File: src/rtl/hawk_tblrd_arb_if.sv
// ----------------------------------------------------------------------------
// hawk_tblrd_arb_if
//   Bundle of every handshake and bus signal around the HAWK table-read
//   arbiter.
//   - master : the arbiter's view. It serves the ATT and list requesters and
//              is the AXI4 read master.
//   - slave  : the environment's view. That is the two requesters plus the
//              AXI4 read slave.
//
// Signal summary
//   att_req_vld/id/rdy  ATT lookup request (entry ID is 1-based)
//   att_rsp_vld/rdy     ATT response handshake
//   lst_req_vld/id/rdy  list-entry request (entry ID is 1-based)
//   lst_rsp_vld/rdy     list response handshake
//   rsp_data/rsp_err    returned line and error flag, shared by both responses
//   araddr/arvalid/arready/arlen/arid   AXI4 AR channel
//   rdata/rresp/rlast/rvalid/rready     AXI4 R channel
// ----------------------------------------------------------------------------
interface hawk_tblrd_arb_if #(
    parameter int AW      = 64,
    parameter int DW      = 512,
    parameter int ATT_IDW = 20,
    parameter int LST_IDW = 20
);
    // ATT requester
    logic               att_req_vld;
    logic [ATT_IDW-1:0] att_req_id;
    logic               att_req_rdy;
    logic               att_rsp_vld;
    logic               att_rsp_rdy;
    // list requester
    logic               lst_req_vld;
    logic [LST_IDW-1:0] lst_req_id;
    logic               lst_req_rdy;
    logic               lst_rsp_vld;
    logic               lst_rsp_rdy;
    // shared response payload
    logic [DW-1:0]      rsp_data;
    logic               rsp_err;
    // AXI4 AR channel
    logic [AW-1:0]      araddr;
    logic               arvalid;
    logic               arready;
    logic [7:0]         arlen;
    logic               arid;
    // AXI4 R channel
    logic [DW-1:0]      rdata;
    logic [1:0]         rresp;
    logic               rlast;
    logic               rvalid;
    logic               rready;

    modport master (
        input  att_req_vld, att_req_id, att_rsp_rdy,
        output att_req_rdy, att_rsp_vld,
        input  lst_req_vld, lst_req_id, lst_rsp_rdy,
        output lst_req_rdy, lst_rsp_vld,
        output rsp_data, rsp_err,
        output araddr, arvalid, arlen, arid,
        input  arready,
        input  rdata, rresp, rlast, rvalid,
        output rready
    );

    modport slave (
        output att_req_vld, att_req_id, att_rsp_rdy,
        input  att_req_rdy, att_rsp_vld,
        output lst_req_vld, lst_req_id, lst_rsp_rdy,
        input  lst_req_rdy, lst_rsp_vld,
        input  rsp_data, rsp_err,
        input  araddr, arvalid, arlen, arid,
        output arready,
        output rdata, rresp, rlast, rvalid,
        input  rready
    );
endinterface

File: src/rtl/hawk_tblrd_arb.sv
// ----------------------------------------------------------------------------
// hawk_tblrd_arb
//   Shares the single HAWK metadata AXI4 read channel between the ATT lookup
//   port (page manager) and the TOL list-entry port (compression manager).
//   A granted entry ID is mapped to the byte address of the 64B line that
//   holds it. One single-beat read is then issued, and the whole line is
//   handed back to the requester that won. Only one transaction is in flight
//   at a time.
//
// Ports
//   clk_i   clock
//   rst_ni  asynchronous active-low reset
//   bus     hawk_tblrd_arb_if.master. This carries both requester
//           handshakes, the shared response payload and the AXI4 AR/R
//           channels.
//
// Parameters
//   AW, DW            AXI address / data width (DW is one cache line)
//   ATT_IDW, LST_IDW  entry ID widths of the two requesters
//   ATT_BASE          byte base of the ATT table (8 entries per line)
//   LST_BASE          byte base of the list table (4 entries per line)
// ----------------------------------------------------------------------------
module hawk_tblrd_arb #(
    parameter int            AW       = 64,
    parameter int            DW       = 512,
    parameter int            ATT_IDW  = 20,
    parameter int            LST_IDW  = 20,
    parameter logic [AW-1:0] ATT_BASE = AW'(64'h0000_0000_4000_0000),
    parameter logic [AW-1:0] LST_BASE = AW'(64'h0000_0000_8000_0000)
) (
    input  logic              clk_i,
    input  logic              rst_ni,
    hawk_tblrd_arb_if.master  bus
);

    typedef enum logic [1:0] {
        ST_IDLE = 2'd0,
        ST_AR   = 2'd1,
        ST_R    = 2'd2,
        ST_RSP  = 2'd3
    } state_e;

    // Source encoding matches arid: 0 = ATT, 1 = list.
    localparam logic SRC_ATT = 1'b0;
    localparam logic SRC_LST = 1'b1;

    state_e         state_q, state_d;
    logic           src_q, src_d;          // owner of the current transaction
    logic           zero_q, zero_d;        // current transaction had illegal ID 0
    logic           last_q, last_d;        // last requester that was served
    logic [AW-1:0]  araddr_q, araddr_d;
    logic [DW-1:0]  rsp_data_q, rsp_data_d;
    logic           rsp_err_q, rsp_err_d;

    logic           att_rdy, lst_rdy;
    logic           any_req, grant_lst, grant_id_zero;
    logic [AW-1:0]  att_idx, lst_idx, att_addr, lst_addr;
    logic           unused_rlast;

    // ------------------------------------------------------------------------
    // Entry ID -> line address. The IDs are 1-based, so 1 is subtracted
    // first. The arithmetic is done at AW width, which means an overflow
    // wraps modulo 2^AW.
    // ------------------------------------------------------------------------
    assign att_idx  = AW'(bus.att_req_id) - AW'(1);
    assign lst_idx  = AW'(bus.lst_req_id) - AW'(1);
    assign att_addr = ATT_BASE + ((att_idx >> 3) << 6);
    assign lst_addr = LST_BASE + ((lst_idx >> 2) << 6);

    // ------------------------------------------------------------------------
    // Round-robin between two requesters. When both are asking, the one that
    // was not served last wins. last_q resets to list, so ATT takes the
    // first tie.
    // ------------------------------------------------------------------------
    assign any_req       = bus.att_req_vld | bus.lst_req_vld;
    assign grant_lst     = bus.lst_req_vld & (~bus.att_req_vld | (last_q == SRC_ATT));
    assign grant_id_zero = grant_lst ? (bus.lst_req_id == '0) : (bus.att_req_id == '0);

    // ------------------------------------------------------------------------
    // State and payload registers
    // ------------------------------------------------------------------------
    always_ff @(posedge clk_i or negedge rst_ni) begin
        if (!rst_ni) begin
            state_q    <= ST_IDLE;
            src_q      <= SRC_ATT;
            zero_q     <= 1'b0;
            last_q     <= SRC_LST;
            araddr_q   <= '0;
            rsp_data_q <= '0;
            rsp_err_q  <= 1'b0;
        end else begin
            state_q    <= state_d;
            src_q      <= src_d;
            zero_q     <= zero_d;
            last_q     <= last_d;
            araddr_q   <= araddr_d;
            rsp_data_q <= rsp_data_d;
            rsp_err_q  <= rsp_err_d;
        end
    end

    // ------------------------------------------------------------------------
    // Next-state logic and the request-ready strobes
    // ------------------------------------------------------------------------
    always_comb begin
        state_d    = state_q;
        src_d      = src_q;
        zero_d     = zero_q;
        last_d     = last_q;
        araddr_d   = araddr_q;
        rsp_data_d = rsp_data_q;
        rsp_err_d  = rsp_err_q;
        att_rdy    = 1'b0;
        lst_rdy    = 1'b0;

        case (state_q)
            ST_IDLE: begin
                // The rst_ni term keeps both readys low while reset is held,
                // even if a requester is still presenting valid.
                if (rst_ni && any_req) begin
                    att_rdy = ~grant_lst;
                    lst_rdy = grant_lst;
                    src_d   = grant_lst;
                    zero_d  = grant_id_zero;
                    if (grant_id_zero) begin
                        // An illegal ID is answered locally with an error
                        // and an all-zero line. It passes through R with
                        // rready held low, so it never touches the bus.
                        rsp_data_d = '0;
                        rsp_err_d  = 1'b1;
                        state_d    = ST_R;
                    end else begin
                        araddr_d = grant_lst ? lst_addr : att_addr;
                        state_d  = ST_AR;
                    end
                end
            end

            ST_AR: begin
                if (bus.arready) begin
                    state_d = ST_R;
                end
            end

            ST_R: begin
                if (zero_q) begin
                    state_d = ST_RSP;
                end else if (bus.rvalid) begin
                    // The read is always single-beat (arlen = 0). The first
                    // R beat is therefore the whole answer, and rlast adds
                    // no information.
                    rsp_data_d = bus.rdata;
                    rsp_err_d  = (bus.rresp != 2'b00);
                    state_d    = ST_RSP;
                end
            end

            ST_RSP: begin
                if (src_q == SRC_LST ? bus.lst_rsp_rdy : bus.att_rsp_rdy) begin
                    last_d  = src_q;
                    state_d = ST_IDLE;
                end
            end

            default: begin
                state_d = ST_IDLE;
            end
        endcase
    end

    // ------------------------------------------------------------------------
    // Outputs
    // ------------------------------------------------------------------------
    assign bus.att_req_rdy = att_rdy;
    assign bus.lst_req_rdy = lst_rdy;
    assign bus.att_rsp_vld = (state_q == ST_RSP) && (src_q == SRC_ATT);
    assign bus.lst_rsp_vld = (state_q == ST_RSP) && (src_q == SRC_LST);
    assign bus.rsp_data    = rsp_data_q;
    assign bus.rsp_err     = rsp_err_q;

    assign bus.araddr      = araddr_q;
    assign bus.arvalid     = (state_q == ST_AR);
    assign bus.arlen       = 8'd0;
    assign bus.arid        = src_q;
    assign bus.rready      = (state_q == ST_R) && !zero_q;

    assign unused_rlast    = bus.rlast;

endmodule

File: src/flat_wrapper.sv
// flat-port wrapper written by rule: the top's interface ports become plain ports
module hawk_tblrd_arb_flat 
#(
    parameter int            AW       = 64,
    parameter int            DW       = 512,
    parameter int            ATT_IDW  = 20,
    parameter int            LST_IDW  = 20,
    parameter logic [AW-1:0] ATT_BASE = AW'(64'h0000_0000_4000_0000),
    parameter logic [AW-1:0] LST_BASE = AW'(64'h0000_0000_8000_0000)
)
  (clk_i, rst_ni, bus_att_req_vld, bus_att_req_id, bus_att_rsp_rdy, bus_att_req_rdy, bus_att_rsp_vld, bus_lst_req_vld, bus_lst_req_id, bus_lst_rsp_rdy, bus_lst_req_rdy, bus_lst_rsp_vld, bus_rsp_data, bus_rsp_err, bus_araddr, bus_arvalid, bus_arlen, bus_arid, bus_arready, bus_rdata, bus_rresp, bus_rlast, bus_rvalid, bus_rready);
  hawk_tblrd_arb_if #(.AW(AW), .DW(DW), .ATT_IDW(ATT_IDW), .LST_IDW(LST_IDW)) bus_i ();
  input  logic clk_i;
  input  logic rst_ni;
  input wire logic [$bits(bus_i.att_req_vld)-1:0] bus_att_req_vld;
  input wire logic [$bits(bus_i.att_req_id)-1:0] bus_att_req_id;
  input wire logic [$bits(bus_i.att_rsp_rdy)-1:0] bus_att_rsp_rdy;
  output wire logic [$bits(bus_i.att_req_rdy)-1:0] bus_att_req_rdy;
  output wire logic [$bits(bus_i.att_rsp_vld)-1:0] bus_att_rsp_vld;
  input wire logic [$bits(bus_i.lst_req_vld)-1:0] bus_lst_req_vld;
  input wire logic [$bits(bus_i.lst_req_id)-1:0] bus_lst_req_id;
  input wire logic [$bits(bus_i.lst_rsp_rdy)-1:0] bus_lst_rsp_rdy;
  output wire logic [$bits(bus_i.lst_req_rdy)-1:0] bus_lst_req_rdy;
  output wire logic [$bits(bus_i.lst_rsp_vld)-1:0] bus_lst_rsp_vld;
  output wire logic [$bits(bus_i.rsp_data)-1:0] bus_rsp_data;
  output wire logic [$bits(bus_i.rsp_err)-1:0] bus_rsp_err;
  output wire logic [$bits(bus_i.araddr)-1:0] bus_araddr;
  output wire logic [$bits(bus_i.arvalid)-1:0] bus_arvalid;
  output wire logic [$bits(bus_i.arlen)-1:0] bus_arlen;
  output wire logic [$bits(bus_i.arid)-1:0] bus_arid;
  input wire logic [$bits(bus_i.arready)-1:0] bus_arready;
  input wire logic [$bits(bus_i.rdata)-1:0] bus_rdata;
  input wire logic [$bits(bus_i.rresp)-1:0] bus_rresp;
  input wire logic [$bits(bus_i.rlast)-1:0] bus_rlast;
  input wire logic [$bits(bus_i.rvalid)-1:0] bus_rvalid;
  output wire logic [$bits(bus_i.rready)-1:0] bus_rready;
  assign bus_i.att_req_vld = bus_att_req_vld;
  assign bus_i.att_req_id = bus_att_req_id;
  assign bus_i.att_rsp_rdy = bus_att_rsp_rdy;
  assign bus_att_req_rdy = bus_i.att_req_rdy;
  assign bus_att_rsp_vld = bus_i.att_rsp_vld;
  assign bus_i.lst_req_vld = bus_lst_req_vld;
  assign bus_i.lst_req_id = bus_lst_req_id;
  assign bus_i.lst_rsp_rdy = bus_lst_rsp_rdy;
  assign bus_lst_req_rdy = bus_i.lst_req_rdy;
  assign bus_lst_rsp_vld = bus_i.lst_rsp_vld;
  assign bus_rsp_data = bus_i.rsp_data;
  assign bus_rsp_err = bus_i.rsp_err;
  assign bus_araddr = bus_i.araddr;
  assign bus_arvalid = bus_i.arvalid;
  assign bus_arlen = bus_i.arlen;
  assign bus_arid = bus_i.arid;
  assign bus_i.arready = bus_arready;
  assign bus_i.rdata = bus_rdata;
  assign bus_i.rresp = bus_rresp;
  assign bus_i.rlast = bus_rlast;
  assign bus_i.rvalid = bus_rvalid;
  assign bus_rready = bus_i.rready;
  hawk_tblrd_arb #(.AW(AW), .DW(DW), .ATT_IDW(ATT_IDW), .LST_IDW(LST_IDW), .ATT_BASE(ATT_BASE), .LST_BASE(LST_BASE)) u_core (.clk_i(clk_i), .rst_ni(rst_ni), .bus(bus_i));
endmodule
File: config.mk
export PLATFORM = sky130hd
export DESIGN_NAME = hawk_tblrd_arb_flat
export DESIGN_NICKNAME = d
export VERILOG_FILES = /design/src/rtl/hawk_tblrd_arb_if.sv /design/src/rtl/hawk_tblrd_arb.sv /design/src/flat_wrapper.sv
export SDC_FILE = /design/constraint.sdc
export NUM_CORES = 1
export LEC_CHECK = 0
export BUFFER_PORTS_ARGS = -buffer_cell sky130_fd_sc_hd__clkbuf_2
export CORE_AREA = 2 2 452 454
export DETAILED_ROUTE_END_ITERATION = 10
export DIE_AREA = 0 0 454 456
export PLACE_DENSITY = 0.3
export REMOVE_ABC_BUFFERS = 1
export SKIP_LAST_GASP = 1
export SYNTH_ARGS = -nofsm -noshare
export SYNTH_HDL_FRONTEND = slang
export SYNTH_SLANG_ARGS = --single-unit
File: constraint.sdc
create_clock -name clk_i -period 2.75 [get_ports clk_i]
set_input_delay 0.55 -clock clk_i [delete_from_list [all_inputs] [get_ports clk_i]]
set_output_delay 0.55 -clock clk_i [all_outputs]
set_load 0.02 [all_outputs]
==> Yosys cells after proc, flatten, opt, wreduce, memory -nomap -nowiden <==
Index checks and enable logic that the tools add are counted.
{ "totals": {"register_bits": 582, "inputBits": 563, "out_inout_bits": 592, "word_cells": 68} }
{ "classes": {"add_sub_neg": 4, "eq_ne": 10, "mux": 24, "n_bitwise": 8, "reduce_logical": 15} }
{ "op_table": {"columns": ["operator", "n"], "rows": [
  ["$mux W512", 4],
  ["$pmux W512 S2", 1],
  ["$add A31 B64 Y64 const A", 1],
  ["$add A32 B64 Y64 const A", 1],
  ["$mux W64", 1],
  ["$sub A20 B1 Y21 const B", 2],
  ["$logic_not A20 Y1", 2],
  ["$mux W2", 6],
  ["$mux W1", 10],
  ["$ne A2 B1 Y1 const B", 4],
  ["$pmux W2 S4", 1],
  ["$not A1 Y1", 5],
  ["$reduce_and A5 Y1", 1],
  ["$eq A2 B2 Y1 const B", 2],
  ["$logic_and A1 B1 Y1", 4],
  ["$ne A2 B2 Y1 const B", 2],
  ["$reduce_and A2 Y1", 2],
  ["$reduce_and A4 Y1", 1],
  ["$reduce_bool A2 Y1", 2],
  ["$ne A3 B2 Y1 const B", 1],
  ["$reduce_and A3 Y1", 1],
  ["$eq A2 B1 Y1 const B", 1],
  ["$logic_not A2 Y1", 1],
  ["$or A1 B1 Y1", 2],
  ["3 further kinds", 3]
]} }

==> Depth between registers and ports, before layout <==
Gate-level depths: netlist of run 1.
{ "logic_depth": {"depth_word": 7, "depth_mapped": 11, "depth_no_buf": 7} }

==> Worst setup path after synthesis of run 1 <==
OpenSTA, ideal clock, no wires.
{ "synth_timing": {"kind": "input to register", "startpoint": "input bus_lst_req_id[12]", "endpoint": "register u_core.araddr_q[10] (netlist: u_core.bus.araddr[10])", "setup_ps": 125, "t_arrival_ps": 2566, "t_required_ps": 2625, "path_slack_ps": 59, "path_stages": 7, "path_buffers": 2, "path_cell_list": "or4_1 > buf_2 > or4b_4 > nor4_4 > nor3_4 > buf_6 > mux2_4"} }
{ "synth_via": {"elab_chain_cells": 4} }
{ "synth_lines": {"columns": ["element", "line_no", "text"], "rows": [
  ["start: declaration", "flat_wrapper.sv:21", "input wire logic [$bits(bus_i.lst_req_id)-1:0] bus_lst_req_id;"],
  ["$logic_not A20 Y1", "hawk_tblrd_arb.sv:77", "assign grant_id_zero = grant_lst ? (bus.lst_req_id == '0) : (bus.att_req_id == '0);"],
  ["$mux W1", "hawk_tblrd_arb.sv:77", null],
  ["$not A1 Y1 (no line)", null, null],
  ["$reduce_and A3 Y1 (no line)", null, null],
  ["end signal: assignment", "hawk_tblrd_arb.sv:96", "araddr_q <= araddr_d;"],
  ["end: declaration", "hawk_tblrd_arb.sv:51", "logic [AW-1:0] araddr_q, araddr_d;"]
]} }
No other way between the ends.
A chain may end at the register's enable or synchronous reset.

==> Worst setup path after layout of run 1 <==
{ "layout_timing": {"startpoint": "register u_core.state_q[1]", "endpoint": "output bus_att_req_rdy"} }
{ "layout_via": {"elab_chain_cells": 2} }
{ "layout_lines": {"columns": ["element", "line_no", "text"], "rows": [
  ["start: declaration", "hawk_tblrd_arb.sv:47", "state_e state_q, state_d;"],
  ["start signal: assignment", "hawk_tblrd_arb.sv:92", "state_q <= state_d;"],
  ["$logic_not A2 Y1", "hawk_tblrd_arb.sv:116", "case (state_q)"],
  ["$mux W1", "hawk_tblrd_arb.sv:116", null],
  ["end: declaration", "flat_wrapper.sv:18", "output wire logic [$bits(bus_i.att_req_rdy)-1:0] bus_att_req_rdy;"]
]} }
No other way between the ends.

==> impl_metrics.py, run 1 <==
metrics = {
    "clock_network": {
        "cts_sinks": 539,
        "cts.clk_slew.worst_paths_ps": 60,
        "cts_buffers": 74,
        "cts_tree": "built",
        "cts-root-buf": "clkbuf_16",
        "cts_buffer_depth": 3,
        "htree_levels": 3,
        "clock_latency_ps": 680,
    },
    "setup_path": {
        "critPathCapture": "bus_att_req_rdy",
        "endpoint_kind": "output pin",
        "crit_start": "u_core.state_q[1]$_DFFE_PN0P_",
        "critPathKind": "register to output pin",
        "required_ps": 2200,
        "worstSetupStartpointType": "register",
        "rr_endpoint": "u_core.bus.rsp_data[332]$_DFFE_PN0P_",
        "path_max_fanout": 6,
        "rrSetupSlack_ps": 190,
        "reg2reg_from": "u_core.state_q[0]$_DFFE_PN0P_",
        "worstPathArrival_ps": 2060,
        "worst_r2r_path_depth": 11,
    },
    "drt": {
        "drc": 0,
        "drtPass1Iterations": 5,
        "post_drt_wl_per_cell_um": 23.8,
        "via_per_inst": 3.73,
        "drt_wl_total_mm": 140,
        "vias": 22000,
        "ant_nets": 0,
        "drt-initial-drc-count": 1284,
    },
    "floorplanning": {
        "ios": 1155,
        "core_area_mm2": 0.202,
        "die_x_um": 454,
        "initial_core_util": 0.115,
        "placementRows": 165,
        "die_area_mm2": 0.207,
        "die-height_um": 456,
    },
    "yosys": {
        "synth_edf_count": 0,
        "synth_warnings": 0,
        "syn_area_mm2": 0.0233,
        "synthArstFlopShare": 1.00,
        "ys.flop_type": "dfrtp_1",
        "syn_area_per_cell_um2": 11.4,
        "synth_top_area_share": 0.578,
        "seq_area_frac_synth": 0.579,
        "yosysTopAreaCell": "dfrtp_1",
        "synth-seq-cells": 539,
        "syn_inst": 2045,
        "synth.top_cells.by_area": "dfrtp_1 (58%), o2bb2ai_1 (19%), nand3_1 (11%)",
        "synthDistinctLibCells": 60,
    },
    "finish": {
        "seqCellArea_mm2": 0.0135,
        "num-fill-cells": 22600,
        "multi_input_area_mm2": 0.00864,
        "drive_above_1_share": 0.442,
        "finalNonFillerCells": 5885,
        "final_nets": 3717,
        "syn2layout_area_growth_pct": 52.3,
    },
    "placed_design": {
        "io_buffer_count": 1107,
        "gp_congestion": 0.872,
        "dpl.hpwl_mm": 107,
        "dp_cells": 5728,
    },
    "run_status": {
        "status": "completed",
    },
    "sta": {
        "finalSetupViolCount": 0,
        "clock-skew-final_ps": 18.7,
        "fmax_mhz": 383,
        "fin_crit_sh": 0.950,
        "relSlewSlack": 0.312,
        "worstMarginPinSlew_ps": 1030,
        "min_period_ps": 2610,
        "hold_slack_ps": 116,
        "rsz0062_at_grt": "yes",
        "finalMaxSlewViolations": 0,
        "finalHoldViolCount": 0,
    },
    "hold_path": {
        "whs_path_depth": 3,
        "hold_class": "input port to register",
    },
    "grt": {
        "grt_max_degree": 144,
        "grt_pass1_vias": 22700,
        "grt_pass1_wl_mm": 192,
        "grt_antenna_before_repair": 25,
        "grt_usage": 0.130,
        "grt_overflow": 0,
    },
    "power_and_ir_drop": {
        "p_leak_nw": 16.0,
        "powerDensity_mw_per_mm2": 1050,
        "irDropWorstVdd_mv": 0.499,
    },
    "flow_run": {
        "maxCapViolCount": 0,
    },
}
==> metrics by stage <==
stage          total power [mW]  utilization  area, um2  setup slack [ps]  setup TNS (ps)
3_3_place_gp               27.3        0.162      32700              -119          -30510
3_5_place_dp               27.1        0.162      32700              -138          -34700
6_report                   37.3        0.176      35500               138               0
2_1_floorplan              16.9            -      22100           -163480               -
5_1_grt                    39.5        0.176      35400             -16.7           -52.9
4_1_cts                    37.7        0.175      35300              7.73               0
==> how the worst min path moves through the flow <==
stage | slack, ps | startpoint | end
after floorplan | 250 | rst_ni | u_core.bus.araddr[10]$_DFFE_PN0P_
after detailed placement | 470 | u_core.bus.rsp_data[234]$_DFFE_PN0P_ | u_core.bus.rsp_data[234]$_DFFE_PN0P_
final | 120 | bus_rdata[250] | u_core.bus.rsp_data[250]$_DFFE_PN0P_
after CTS | 10 | bus_rdata[119] | u_core.bus.rsp_data[119]$_DFFE_PN0P_
after global placement | 470 | u_core.bus.rsp_data[25]$_DFFE_PN0P_ | u_core.bus.rsp_data[25]$_DFFE_PN0P_
after global routing | 40 | bus_rdata[352] | u_core.bus.rsp_data[352]$_DFFE_PN0P_
==> registers in the layout (all words and copies together), names as in the netlist <==
signal / flops
u_core.bus.rsp_err: 1
u_core.bus.araddr: 21
u_core.last_q: 1
u_core.bus.rsp_data: 512
u_core.state_q: 2
u_core.bus.arid: 1
u_core.zero_q: 1
==> cell type report <==
cell class | count | share of cell area
clock inverter | 18 | 0.00875
tap | 2672 | 0.0943
antenna | 12 | 0.000847
multi-input combinational | 1253 | 0.244
timing repair buffer | 1274 | 0.210
clock buffer | 109 | 0.0610
sequential | 539 | 0.380
inverter | 8 | 0.000847
==> routing by layer <==
metal,vias to the layer above,global-route usage,share of wire
met2,820,0.223,0.50
li1,9970,-,-
met3,140,0.0391,0.069
met1,11000,0.158,0.41
met4,0,0.0254,0.016
met5,-,0,0
==> Yosys cell counts, types with 3 or more instances <==
cell type	n
a21boi_0	4
a21oi_1	7
a31oi_1	5
and2_1	3
and3_1	3
and4_1	3
buf_2	70
buf_4	52
clkbuf_1	166
dfrtp_1	538
ha_1	4
inv_1	8
mux2_2	4
mux2_4	8
nand2_1	9
nand3_1	515
nor2_1	12
nor3_1	19
nor4_1	6
o21ai_0	12
o2bb2ai_1	512
o31a_1	5
o31ai_1	17
o41ai_1	4
or2_2	3
or3_1	6
or4_1	5
xnor2_1	5
==> layout by cell type, fill, tap and decap left out, drive strengths merged, types with 7 or more instances in the layout <==
cell / instances
a21oi: 7
buf: 166
clkbuf: 1216
clkinv: 9
conb: 46
dfrtp: 538
diode: 12
inv: 11
mux2: 12
nand2: 9
nand3: 515
nor2: 13
nor3: 20
nor4: 7
o21ai: 12
o2bb2ai: 512
o31ai: 17
or3: 7
==> power by group <==
group | switching (mW) | internal, mW | total, mW | leakage, nW
clock network | 4.20 | 5.95 | 10.1 | 1.21
logic | 11.4 | 5.38 | 16.8 | 7.55
registers | 0.962 | 9.48 | 10.4 | 7.29
==> what timing repair did <==
item,in CTS,in global routing
gates resized for setup,16,8
hold buffers,1,0
buffers inserted,6,8
endpoints found under the hold margin,90,0
gates cloned,0,3
pin swaps,2,2
endpoints found under the setup margin,2,61
==> cell families after synthesis <==
| group | count (synthesis) | synth area share |
|---|---|---|
| xor+xnor | 7 | 0.00263 |
| mux | 14 | 0.00795 |
| fa+ha+maj | 4 | 0.00215 |
| buf+inv | 298 | 0.0605 |
| compound gates | 587 | 0.216 |
| simple gates | 595 | 0.131 |
| flops | 539 | 0.579 |
| other cells | 1 | 0.000161 |
==> critical path, stage by stage (launching register included) <==
cell and delay [ps]:
dfrtp_1 410, inv_2 90, ha_4 140, inv_1 40
or2_4 270, buf_12 140, nor2_4 150, buf_8 140
Note: power is estimated with default switching activity, not from simulation.
==> inputs of run 2 (changes only) <==
GPL_TIMING_DRIVEN = 0   (was default)
HOLD_SLACK_MARGIN = 0.12   (was default)
==> run 2 against run 1 <==
  * Cell count is 9.5% higher
  * Power grew 22%
  * Critical path depth up 8
  * Clock skew grew 16 ps
  * Cell area rose by 23%
  * Via count rose by 11%
  * Largest power group unchanged
  * Highest routed layer unchanged
==> impl_metrics.py, run 2 (synthesis gave the netlist of run 1 again) <==
metrics = {
    "grt": {
        "use_met3": 0.0420,
        "grt.met2_usage": 0.235,
        "grt_antenna_before_repair": 37,
        "grt_max_degree": 94,
        "grt_usage": 0.142,
        "top_usage_layer": "met2",
        "grt_overflow": 0,
        "grt_pass1_vias": 25600,
        "global_route.usage.met1": 0.175,
        "grt_pass1_wl_mm": 210,
    },
    "finish": {
        "drive_above_1_share": 0.438,
        "final_common_cell": "clkbuf_2",
        "layout_common_cells": "clkbuf_2 (1104), dfrtp_1 (538), nand3_1 (490), dlygate4sd3_1 (469), o2bb2ai_1 (413)",
        "final_cell_area_mm2": 0.0437,
        "final_nets": 4271,
        "syn2layout_area_growth_pct": 87.7,
        "finalNonFillerCells": 6447,
        "largest_register_ffs": 512,
    },
    "clock_network": {
        "clock_latency_ps": 710,
        "cts_sinks": 539,
        "cts_buffer_depth": 3,
        "cts_buffers": 79,
        "cts-root-buf": "clkbuf_16",
        "cts.clk_slew.worst_paths_ps": 60,
        "htree_levels": 3,
        "cts_tree": "built",
    },
    "power_and_ir_drop": {
        "powerDensity_mw_per_mm2": 1040,
        "p_leak_nw": 19.4,
        "power.total_mw": 45.4,
        "irDropWorstVdd_mv": 0.441,
    },
    "placed_design": {
        "io_buffer_count": 1107,
        "gp_congestion": 0.872,
        "dp_cells": 5699,
        "dpl.hpwl_mm": 108,
        "place_area_mm2": 0.0331,
    },
    "sta": {
        "rsz0062_at_grt": "yes",
        "finalHoldViolCount": 0,
        "fin_tns_setup_ps": 0,
        "relSlewSlack": 0.334,
        "worstMarginPinSlew_ps": 996,
        "clock-skew-final_ps": 34.8,
        "finalMaxSlewViolations": 0,
        "finalSetupViolCount": 0,
        "fin_crit_sh": 0.987,
        "fmax_mhz": 368,
        "min_period_ps": 2710,
    },
    "drt": {
        "drtPass1Iterations": 5,
        "drt-initial-drc-count": 1523,
        "vias": 24400,
        "via_per_inst": 3.78,
        "post_drt_wl_per_cell_um": 23.8,
        "ant_nets": 0,
        "drc": 0,
        "drt_wl_total_mm": 154,
    },
    "setup_path": {
        "path_max_fanout": 7,
        "required_ps": 3350,
        "endpoint_kind": "register",
        "worstSetupStartpointType": "register",
        "worstPathArrival_ps": 3310,
        "critPathKind": "register to register",
        "worst_r2r_path_depth": 15,
    },
    "floorplanning": {
        "core_area_mm2": 0.202,
        "ios": 1155,
        "die_x_um": 454,
        "die_area_mm2": 0.207,
        "die-height_um": 456,
        "initial_core_util": 0.115,
        "placementRows": 165,
    },
    "flow_run": {
        "maxCapViolCount": 0,
    },
    "run_status": {
        "status": "completed",
    },
    "hold_path": {
        "whs_path_depth": 3,
        "hold_class": "input port to register",
    },
}
[run 2: changes by cell type in the layout (fill, tap and decap cells not counted), sizes merged, moves of 3 or more]
cell         change
buf             +51
bufbuf          +20
clkbuf          +11
clkinv           +9
clkinvlp         +3
dlygate4sd3    +468
[run 2: through the flow]
stage / util / hold slack, ps / setup slack (ps)
after floorplan: - / 254 / -163480
after global placement: 0.153 / 469 / -603820
after detailed placement: 0.164 / 473 / -2090
after CTS: 0.213 / 122 / -230
after global routing: 0.217 / 136 / -37.4
final: 0.217 / 190 / 35.2
[run 2: final timing paths]
kind | from | to | slack, ps
worst max-delay path | u_core.last_q$_DFFE_PN1P_ | u_core.bus.rsp_data[418]$_DFFE_PN0P_ | 40
worst min-delay path | bus_rdata[332] | u_core.bus.rsp_data[332]$_DFFE_PN0P_ | 190
worst max register to register | u_core.last_q$_DFFE_PN1P_ | u_core.bus.rsp_data[418]$_DFFE_PN0P_ | 40
worst min register to register | u_core.bus.rsp_data[371]$_DFFE_PN0P_ | u_core.bus.rsp_data[371]$_DFFE_PN0P_ | 480
max in group asynchronous | rst_ni | u_core.bus.rsp_data[131]$_DFFE_PN0P_ | 200
min in group asynchronous | rst_ni | u_core.bus.rsp_data[349]$_DFFE_PN0P_ | 1060
[run 2: worst max-delay path, stage by stage, from the launching register on]
cell and delay [ps]:
dfstp_2 620, buf_6 120, a21bo_4 110, nor2_1 40, and4_4 200, nor3_4 280
buf_6 190, buf_12 120, buf_12 100, buf_12 100, buf_12 110, buf_6 100
buf_8 120, buf_12 140, buf_12 150, o2bb2ai_4 60
[run 2: area by class of cell]
cell class	count	area [um2]
Tap cell	2672	3340
Clock inverter	31	440
Fill cell	22100	158000
Timing Repair Buffer	1823	14500
Clock buffer	110	2250
Antenna cell	11	27.5
Inverter	8	36.3
Multi-Input combinational cell	1253	9580
Sequential cell	539	13500
[run 2: metal layers]
metal | share of wire | up-vias
li1 | - | 11100
met1 | 0.42 | 12200
met2 | 0.48 | 867
met3 | 0.073 | 202
met4 | 0.027 | 0
met5 | 0 | -
[run 2: timing repair]
action	in CTS	in global routing
gates cloned	33	11
buffers inserted	76	33
hold buffers	467	3
endpoints found under the hold margin	529	3
pin swaps	59	12
setup endpoints to repair	527	321
gates resized for setup	229	60
[run 2: power breakdown]
part / leakage, nW / total [mW] / internal (mW) / switching [mW]
sequential: 7.29 / 10.5 / 9.48 / 1.01
combinational: 10.8 / 24.0 / 10.2 / 13.8
clock: 1.31 / 10.9 / 6.35 / 4.58
==> inputs of run 3 (changes only) <==
clock period = 2.84 ns   (was 2.75 ns; I/O delays follow)
==> run 3 against run 2 <==
  * Hold slack barely moved
  * Power shrank 8.7%
  * Routed wire length down 2.1%
  * Utilization shrank 0.90 points
  * Critical path depth fell by 1
  * Cell area shrank 4.1%
  * Register-to-register slack better by 20 ps
  * Sequential power is 4% lower
  * Clock power hardly changed
  * Via count decreased by 1.1%
  * Global-route usage down 0.20 points
  * Flip-flop and latch count stayed put
  * Highest routed layer unchanged
==> impl_metrics.py, run 3 (synthesis gave the netlist of run 1 again) <==
metrics = {
    "grt": {
        "grt_antenna_before_repair": 40,
        "grt_usage": 0.140,
        "grt.met2_usage": 0.233,
        "grt_pass1_wl_mm": 208,
        "use_met3": 0.0414,
        "grt_overflow": 0,
        "grt_max_degree": 94,
        "top_usage_layer": "met2",
        "global_route.usage.met1": 0.171,
        "grt_pass1_vias": 25200,
    },
    "power_and_ir_drop": {
        "power_frac_seq": 0.244,
        "power_frac_comb": 0.501,
        "clockPowerShare": 0.255,
        "power_switching_mw": 17.7,
        "swShare": 0.428,
        "irDropWorstVdd_mv": 0.571,
        "intPower_mw": 23.7,
        "p_leak_nw": 18.8,
        "powerDensity_mw_per_mm2": 990,
    },
    "clock_network": {
        "cts_buffers": 79,
        "cts-root-buf": "clkbuf_16",
        "cts_sinks": 539,
        "cts_tree": "built",
        "cts_buffer_depth": 3,
        "clock_latency_ps": 710,
        "htree_levels": 3,
        "cts.clk_slew.worst_paths_ps": 60,
    },
    "floorplanning": {
        "ios": 1155,
        "placementRows": 165,
        "core_area_mm2": 0.202,
        "die_x_um": 454,
        "die-height_um": 456,
        "initial_core_util": 0.115,
        "die_area_mm2": 0.207,
    },
    "drt": {
        "drt-initial-drc-count": 1414,
        "post_drt_wl_per_cell_um": 23.6,
        "drtPass1Iterations": 5,
        "vias": 24100,
        "via_per_inst": 3.78,
        "drc": 0,
        "ant_nets": 0,
        "drt_wl_total_mm": 150,
    },
    "setup_path": {
        "worstSetupStartpointType": "register",
        "path_max_fanout": 32,
        "endpoint_kind": "register",
        "reg2reg_from": "u_core.state_q[0]$_DFFE_PN0P_",
        "required_ps": 3470,
        "rrSetupSlack_ps": 60,
        "worstPathArrival_ps": 3410,
        "rr_endpoint": "u_core.bus.rsp_data[80]$_DFFE_PN0P_",
        "critPathKind": "register to register",
        "worst_r2r_path_depth": 14,
    },
    "hold_path": {
        "hold_class": "input port to register",
        "whs_path_depth": 3,
        "hold_start": "bus_rdata[138]",
        "holdPathEnd": "u_core.bus.rsp_data[138]$_DFFE_PN0P_",
    },
    "sta": {
        "fmax_mhz": 359,
        "relSlewSlack": 0.323,
        "clock-skew-final_ps": 33.3,
        "fin_crit_sh": 0.980,
        "worstMarginPinSlew_ps": 1010,
        "hold_slack_ps": 189,
        "rsz0062_at_grt": "yes",
        "min_period_ps": 2780,
        "finalHoldViolCount": 0,
        "finalMaxSlewViolations": 0,
        "fin_tns_setup_ps": 0,
        "finalSetupViolCount": 0,
    },
    "finish": {
        "num-fill-cells": 22200,
        "syn2layout_area_growth_pct": 79.9,
        "layout_common_cells": "clkbuf_2 (1104), dfrtp_1 (538), nand3_1 (506), o2bb2ai_1 (504), dlygate4sd3_1 (453)",
        "final_common_cell": "clkbuf_2",
        "largest_register_ffs": 512,
        "final_nets": 4200,
        "final_cell_area_mm2": 0.0419,
        "drive_above_1_share": 0.402,
    },
    "flow_run": {
        "maxCapViolCount": 0,
    },
    "placed_design": {
        "gp_congestion": 0.872,
        "dpl.hpwl_mm": 108,
        "io_buffer_count": 1107,
        "place_area_mm2": 0.0331,
    },
    "run_status": {
        "status": "completed",
    },
}
-- run 3: changes by cell type in the layout (fill, tap and decap cells not counted), moves of 16 or more --
cell | before | now
buf_4 | 77 | 48
dlygate4sd3_1 | 469 | 453
nand3_1 | 490 | 506
o2bb2ai_1 | 413 | 504
o2bb2ai_2 | 93 | 8
-- run 3: repair_timing --
action	CTS	global route
endpoints found under the hold margin	516	0
setup endpoints to repair	527	151
resized for setup	81	33
gates cloned	23	5
hold buffers	454	0
pin swaps	9	7
setup buffers	57	8
-- run 3: cell type report --
cell class | count | area, um2 | area share
sequential | 539 | 13500 | 0.322
timing repair buffer | 1752 | 13500 | 0.322
multi-input combinational | 1253 | 8820 | 0.211
tap | 2672 | 3340 | 0.0798
clock buffer | 110 | 2250 | 0.0538
clock inverter | 31 | 440 | 0.0105
antenna | 14 | 35.0 | 0.000837
inverter | 8 | 33.8 | 0.000807
-- run 3: how the worst max path moves through the flow --
stage | from | to | slack (ps)
floorplan | u_core.state_q[0]$_DFFE_PN0P_ | u_core.bus.rsp_err$_DFFE_PN0P_ | -163390
CTS | u_core.last_q$_DFFE_PN1P_ | u_core.bus.rsp_data[447]$_DFFE_PN0P_ | 6
finish | u_core.state_q[0]$_DFFE_PN0P_ | u_core.bus.rsp_data[80]$_DFFE_PN0P_ | 60
global placement | rst_ni | u_core.bus.rsp_err$_DFFE_PN0P_ | -603750
detailed placement | bus_lst_req_vld | u_core.bus.rsp_data[505]$_DFFE_PN0P_ | -2020
global route | u_core.last_q$_DFFE_PN1P_ | u_core.bus.rsp_data[318]$_DFFE_PN0P_ | -60
-- run 3: worst max-delay path: stages (launching register included) --
cell and delay, ps:
dfrtp_1 380, inv_2 80, ha_4 160, clkbuf_16 130, nor2b_4 140, a22oi_2 80, a21oi_4 170, buf_12 150
buf_16 120, buf_16 120, buf_16 120, buf_4 180, buf_12 210, nand3_1 350, o2bb2ai_1 260
-- run 3: metrics by stage --
| stage | std cells | power, mW | util | setup WS (ps) |
|---|---|---|---|---|
| final | 6379 | 41.4 | 0.208 | 57.4 |
| after global placement | 5579 | 18.1 | 0.153 | -603750 |
| after CTS | 6359 | 41.9 | 0.206 | 6.29 |
| after detailed placement | 5699 | 27.6 | 0.164 | -2020 |
| after floorplan | 1800 | 16.4 | - | -163390 |
| after global routing | 6376 | 43.7 | 0.208 | -59.5 |
-- run 3: layer usage --
metal | vias up | part of all wire
met2 | 905 | 0.48
met3 | 208 | 0.077
met1 | 12000 | 0.41
met5 | - | 0
met4 | 0 | 0.029
li1 | 11000 | -
-- run 3: power by group through the flow --
| stage | Combinational [mW] | Clock, mW | Sequential [mW] |
|---|---|---|---|
| 3_5_place_dp | 17.4 | 0 | 10.2 |
| 2_1_floorplan | 3.56 | 0 | 12.9 |
| 3_3_place_gp | 8.10 | 0 | 9.96 |
| 5_1_grt | 22.1 | 11.3 | 10.3 |
| 4_1_cts | 20.8 | 11.0 | 10.1 |
| 6_report | 20.8 | 10.6 | 10.1 |
